**src/rtl/multicycle_core.sv**
```systemverilog
// Multi-cycle RV32I-subset core with one shared memory port.
// FSM controller and datapath; trap state is sticky until reset.
module multicycle_core #(
  parameter logic [31:0] RESET_PC = 32'h0000_0000,
  parameter int          NREGS    = 32
) (
  input  logic        clk,
  input  logic        reset,
  output logic        mem_req,
  output logic        mem_we,
  output logic [31:0] mem_addr,
  output logic [31:0] mem_wdata,
  input  logic        mem_ready,
  input  logic [31:0] mem_rdata,
  output logic [31:0] pc,
  output logic        retire,
  output logic        halt
);

  localparam int AW = (NREGS == 16) ? 4 : 5;

  localparam logic [6:0] OP_LD  = 7'b0000011;
  localparam logic [6:0] OP_ST  = 7'b0100011;
  localparam logic [6:0] OP_R   = 7'b0110011;
  localparam logic [6:0] OP_I   = 7'b0010011;
  localparam logic [6:0] OP_BR  = 7'b1100011;
  localparam logic [6:0] OP_JAL = 7'b1101111;

  typedef enum logic [3:0] {
    FETCH, DECODE, MEMADR, MEMREAD, MEMWB, MEMWRITE,
    EXECR, EXECI, JAL, ALUWB, BEQ, TRAP
  } state_t;

  state_t      state;
  state_t      dec_next;
  logic [31:0] ir, oldpc, a, b, aluout, mdr;
  logic [31:0] regs [NREGS];

  logic [6:0]  opc, f7;
  logic [4:0]  rd, rs1, rs2;
  logic [2:0]  f3;
  logic [31:0] imm_i, imm_s, imm_b, imm_j;
  logic [31:0] rv1, rv2, madr, btgt, jtgt;
  logic [31:0] opb, alu_y;
  logic        alu_ok, bad_reg, beq_trap;
  logic        use_rs1, use_rs2, use_rd;

  assign opc = ir[6:0];
  assign rd  = ir[11:7];
  assign f3  = ir[14:12];
  assign rs1 = ir[19:15];
  assign rs2 = ir[24:20];
  assign f7  = ir[31:25];

  assign imm_i = {{20{ir[31]}}, ir[31:20]};
  assign imm_s = {{20{ir[31]}}, ir[31:25], ir[11:7]};
  assign imm_b = {{19{ir[31]}}, ir[31], ir[7],
                  ir[30:25], ir[11:8], 1'b0};
  assign imm_j = {{11{ir[31]}}, ir[31], ir[19:12],
                  ir[20], ir[30:21], 1'b0};

  assign rv1 = (rs1 == 5'd0) ? 32'd0 : regs[rs1[AW-1:0]];
  assign rv2 = (rs2 == 5'd0) ? 32'd0 : regs[rs2[AW-1:0]];

  assign madr = a + (opc[5] ? imm_s : imm_i);
  assign btgt = oldpc + imm_b;
  assign jtgt = oldpc + imm_j;

  assign beq_trap = (a == b) && (btgt[1:0] != 2'b00);
  assign halt     = (state == TRAP);

  // Opcode decode plus RV32E register-index legality
  always_comb begin
    dec_next = TRAP;
    use_rs1  = 1'b0;
    use_rs2  = 1'b0;
    use_rd   = 1'b0;
    unique case (opc)
      OP_LD: begin
        dec_next = MEMADR;
        use_rs1  = 1'b1;
        use_rd   = 1'b1;
      end
      OP_ST: begin
        dec_next = MEMADR;
        use_rs1  = 1'b1;
        use_rs2  = 1'b1;
      end
      OP_R: begin
        dec_next = EXECR;
        use_rs1  = 1'b1;
        use_rs2  = 1'b1;
        use_rd   = 1'b1;
      end
      OP_I: begin
        dec_next = EXECI;
        use_rs1  = 1'b1;
        use_rd   = 1'b1;
      end
      OP_BR: begin
        dec_next = (f3 == 3'b000) ? BEQ : TRAP;
        use_rs1  = 1'b1;
        use_rs2  = 1'b1;
      end
      OP_JAL: begin
        dec_next = JAL;
        use_rd   = 1'b1;
      end
      default: dec_next = TRAP;
    endcase
    bad_reg = (NREGS == 16) &&
              ((use_rs1 && rs1[4]) ||
               (use_rs2 && rs2[4]) ||
               (use_rd  && rd[4]));
    if (bad_reg) dec_next = TRAP;
  end

  // ALU for register and immediate forms, flags illegal funct codes
  always_comb begin
    opb    = (state == EXECR) ? b : imm_i;
    alu_y  = 32'd0;
    alu_ok = 1'b1;
    unique case (f3)
      3'b000: begin
        if (state == EXECR && f7[5]) alu_y = a - opb;
        else                         alu_y = a + opb;
      end
      3'b010:  alu_y = {31'd0, $signed(a) < $signed(opb)};
      3'b100:  alu_y = a ^ opb;
      3'b110:  alu_y = a | opb;
      3'b111:  alu_y = a & opb;
      default: alu_ok = 1'b0;
    endcase
    if (state == EXECR &&
        !(f7 == 7'h00 || (f7 == 7'h20 && f3 == 3'b000)))
      alu_ok = 1'b0;
  end

  // Memory port and retire strobe, all gated off during reset
  always_comb begin
    mem_req   = 1'b0;
    mem_we    = 1'b0;
    mem_addr  = {pc[31:2], 2'b00};
    mem_wdata = b;
    retire    = 1'b0;
    if (reset) begin
      unique case (state)
        FETCH: mem_req = 1'b1;
        MEMREAD: begin
          mem_req  = 1'b1;
          mem_addr = {aluout[31:2], 2'b00};
        end
        MEMWRITE: begin
          mem_req  = 1'b1;
          mem_we   = 1'b1;
          mem_addr = {aluout[31:2], 2'b00};
          retire   = mem_ready;
        end
        MEMWB, ALUWB: retire = 1'b1;
        BEQ:          retire = !beq_trap;
        default:      retire = 1'b0;
      endcase
    end
  end

  // Controller state, architectural state and datapath latches
  always_ff @(posedge clk) begin
    if (!reset) begin
      state  <= FETCH;
      pc     <= RESET_PC;
      ir     <= 32'd0;
      oldpc  <= 32'd0;
      a      <= 32'd0;
      b      <= 32'd0;
      aluout <= 32'd0;
      mdr    <= 32'd0;
      for (int i = 0; i < NREGS; i++) regs[i] <= 32'd0;
    end else begin
      unique case (state)
        FETCH: begin
          if (mem_ready) begin
            ir    <= mem_rdata;
            oldpc <= pc;
            pc    <= pc + 32'd4;
            state <= DECODE;
          end
        end
        DECODE: begin
          a     <= rv1;
          b     <= rv2;
          state <= dec_next;
        end
        MEMADR: begin
          aluout <= madr;
          if (madr[1:0] != 2'b00) state <= TRAP;
          else if (opc[5])        state <= MEMWRITE;
          else                    state <= MEMREAD;
        end
        MEMREAD: begin
          if (mem_ready) begin
            mdr   <= mem_rdata;
            state <= MEMWB;
          end
        end
        MEMWB: begin
          if (rd != 5'd0) regs[rd[AW-1:0]] <= mdr;
          state <= FETCH;
        end
        MEMWRITE: begin
          if (mem_ready) state <= FETCH;
        end
        EXECR, EXECI: begin
          if (alu_ok) begin
            aluout <= alu_y;
            state  <= ALUWB;
          end else begin
            state <= TRAP;
          end
        end
        JAL: begin
          if (jtgt[1:0] != 2'b00) begin
            state <= TRAP;
          end else begin
            pc     <= jtgt;
            aluout <= oldpc + 32'd4;
            state  <= ALUWB;
          end
        end
        ALUWB: begin
          if (rd != 5'd0) regs[rd[AW-1:0]] <= aluout;
          state <= FETCH;
        end
        BEQ: begin
          if (beq_trap) begin
            state <= TRAP;
          end else begin
            if (a == b) pc <= btgt;
            state <= FETCH;
          end
        end
        TRAP:    state <= TRAP;
        default: state <= TRAP;
      endcase
    end
  end

endmodule

```
**config.mk**
```make
export PLATFORM = sky130hd
export DESIGN_NAME = multicycle_core
export DESIGN_NICKNAME = d
export VERILOG_FILES = /design/src/rtl/multicycle_core.sv
export SDC_FILE = /design/constraint.sdc
export NUM_CORES = 2
export LEC_CHECK = 0
export BUFFER_PORTS_ARGS = -buffer_cell sky130_fd_sc_hd__buf_4
export CORE_UTILIZATION = 28
export DETAILED_ROUTE_END_ITERATION = 7
export PLACE_DENSITY = 0.5
export SLEW_MARGIN = 15
export SYNTH_ARGS = -nofsm -noshare
export SYNTH_HDL_FRONTEND = slang
export SYNTH_SLANG_ARGS = --single-unit
```
**constraint.sdc**
```tcl
create_clock -name clk -period 5.8 [get_ports clk]
set_input_delay 1.16 -clock clk [delete_from_list [all_inputs] [get_ports clk]]
set_output_delay 1.16 -clock clk [all_outputs]
set_load 0.02 [all_outputs]
```
==> results.yml <==
timing:
  rsz0062_at_grt: "false"
  tightest_slew_ns: 1.28
  final.min_clock_period_ns: 5.21
  finalCritPeriodShare_pct: 89.8
  maxSlewViolCount: 0
  finalSetupTns_ns: 0
  finalSetupViolations: 0
  fin_skew_ns: 0.0394
  finalHoldViolCount: 0
  clock.fmax_ghz: 0.192
  setup_slack_ns: 0.592
  relSlewSlack_pct: 14.9
job:
  cap_violations: 0
synthesis:
  synthFlopType: "edfxtp_1"
  synth_cells: 6098
  ys_async_sr_fraction_pct: 0
  synth_edf_count: 1024
  yosys_warnings: 0
  netlist_area_sq_um: 72400
  ys_types: 101
  ys_seq_area_share_pct: 49.0
  avgSynthCellArea_sq_um: 11.9
  synth_seq_cells: 1262
global_route:
  grt_pass1_wl_um: 412000
  antenna_found_initial: 10
  grt_max_degree: 143
  grt_overflow_total: 0
  grt_usage_pct: 22.3
  grt_pass1_vias: 53100
cells_and_area:
  drive_gt1_share_pct: 23.0
  finalNonFillerCells: 9610
  fillers: 25600
  area_growth_pct: 14.9
  fin_nets: 6314
cts:
  cts_tree: "built"
  cts_made_buffers: 146
  post_cts_buffers: 0
  clkSinkCount: 1262
  clockBufferDepth: 3
  cts_resized: 0
  cts-root-buf: "clkbuf_16"
  clk_pin_slew_worst_paths_ns: 0.06
  insertion_delay_ns: 0.82
  htreeDepth: 4
  hold_buffers: 0
placed_design:
  gp_congestion: 0.949
  dpl_worst_slack_ns: 0.712
  hpwl_um: 200000
  portBuffers: 132
  dp.cells: 9338
floorplanning:
  initial_core_util_pct: 28.2
  pin_count: 135
  die_w_um: 511
  rows: 186
  fp.dieArea_sq_um: 261000
  die_h_um: 511
  core_sq_um: 257000
worst_setup_path:
  crit_path_max_fanout: 18
  crit_path_end_kind: "flip-flop"
  cp-start-kind: "flip-flop"
  worstRegToRegCells: 16
  crit_type: "flip-flop to flip-flop"
  cp.arrival_ns: 5.89
  r2r-start: "state[2]$_SDFFE_PN0P_"
  cp.required_ns: 6.48
  r2r_end: "aluout[30]$_SDFFE_PN0P_"
  r2r_slack_ns: 0.59
route:
  ant_nets: 0
  drc_errors: 0
  wl_um: 296000
  vias: 54700
  wl_per_cell_um: 30.8
  via_per_inst: 5.70
  drt_iter0_drc: 7152
  dr.pass1.iters: 6
worst_hold_path:
  worstHoldStart: "ir[10]$_SDFFE_PN0P_"
  holdCritPathClass: "flip-flop to flip-flop"
  hold_depth: 2
  whs_endpoint: "ir[10]$_SDFFE_PN0P_"
status:
  outcome: "finished, final reports clean"
power:
  p_per_area_nw_per_um2: 372
  peakVddDrop_uv: 291
  p_leak_nw: 26.9
## routing by layer
metal / share of wire [%] / vias up / wire length (um) / global-route usage, %
li1: - / 22800 / - / -
met5: 0.010 / - / 30 / 0
met4: 3.3 / 4 / 9870 / 7.07
met2: 47 / 3056 / 138000 / 36.1
met1: 40 / 28300 / 119000 / 29.9
met3: 9.5 / 497 / 28100 / 4.36
## synth_stat cells, drive strengths merged, types with 55 or more instances
library cell  instances  share of area [%]
a211oi               56               0.61
buf                 126               0.84
o21ai               179                1.2
xnor2                92                1.1
inv                 122               0.63
nand2               461                2.4
mux4                640                 20
ha                  172                3.0
clkbuf              416                2.2
edfxtp             1024                 42
a21oi               360                2.5
mux2i               116                1.6
nor2               1315                6.8
dfxtp               238                6.6
nor3                 63               0.44
nand4                55               0.48
nand3                75               0.53
## cell families (layout without fill, tap and decap cells)
logic type	count (synthesis)	after routing	synth area share [%]
simple gates	2121	2121	12.1
flops	1262	1262	49.0
compound gates	929	929	8.13
mux	803	803	22.2
fa+ha+maj	177	177	3.11
other cells	1	37	0.00518
xor+xnor	141	141	1.71
buf+inv	664	756	3.63
## through the flow
| stage | hold WS [ns] | area [sq um] | power (mW) | utilization [%] |
|---|---|---|---|---|
| finish | 0.453 | 83200 | 30.9 | 32.4 |
| global route | 0.472 | 83200 | 32.0 | 32.4 |
| CTS | 0.455 | 83200 | 30.9 | 32.4 |
| detailed placement | 0.447 | 78500 | 21.7 | 30.6 |
| global placement | 0.444 | 78500 | 21.7 | 30.6 |
| floorplan | 0.436 | 72500 | 17.5 | - |
## critical path, stage by stage, from the launching register on
cell and delay, ns:
dfxtp_1 0.31, buf_4 0.20, nor4bb_4 0.92, buf_4 0.40, nand2_1 0.09, nand2_1 0.11, inv_1 0.06, ha_1 0.60
inv_2 0.15, o32ai_1 0.40, o22a_1 0.28, nand3_1 0.12, a31oi_1 0.31, a41oi_1 0.31, o311ai_1 0.40, a31oi_1 0.14
a211o_1 0.28
## cell type report
| type | instances | area [sq um] | share of cell area (%) |
|---|---|---|---|
| Inverter | 122 | 465 | 0.560 |
| Tap cell | 3384 | 4230 | 5.09 |
| Clock inverter | 76 | 702 | 0.844 |
| Clock buffer | 193 | 3950 | 4.75 |
| Timing Repair Buffer | 365 | 3240 | 3.90 |
| Antenna cell | 3 | 7.51 | 0.00903 |
| Multi-Input combinational cell | 4205 | 35000 | 42.1 |
| Sequential cell | 1262 | 35600 | 42.7 |
## power by group
group          internal (mW)  switching [mW]  total [mW]
clock                   5.15            4.04        9.20
sequential              10.3            1.25        11.6
combinational           3.93            6.21        10.1
total                   19.4            11.5        30.9
## placed cells by master, fill, tap and decap left out, types with 47 or more instances in the layout
cell type  count
nor2_1      1311
edfxtp_1    1024
mux4_2       640
nand2_1      398
a21oi_1      359
buf_4        325
dfxtp_1      225
ha_1         172
o21ai_0      169
clkbuf_16    149
inv_1        120
xnor2_1       92
mux2i_1       84
nand3_1       73
nand2_2       63
nor3_1        59
nand4_1       54
a211oi_1      52
xor2_1        49
mux2_2        47
a21o_1        47
## state kept, by name (all words and copies together) (netlist names), named ones only
register   flops
mdr           32
oldpc         32
regs        1024
state          4
pc            32
ir            32
mem_wdata     32
aluout        32
a             32
## worst max path at each step
stage / from / end / depth (start not counted)
after global routing: state[2]$_SDFFE_PN0P_ / aluout[30]$_SDFFE_PN0P_ / 16
final: state[2]$_SDFFE_PN0P_ / aluout[30]$_SDFFE_PN0P_ / 16
after floorplan: ir[31]$_SDFFE_PN0P_ / aluout[30]$_SDFFE_PN0P_ / 16
after global placement: state[2]$_SDFFE_PN0P_ / aluout[30]$_SDFFE_PN0P_ / 16
after detailed placement: state[2]$_SDFFE_PN0P_ / aluout[30]$_SDFFE_PN0P_ / 16
after CTS: a[1]$_SDFFE_PN0P_ / retire / 9
No activity file was read; power rests on OpenSTA's default activity.
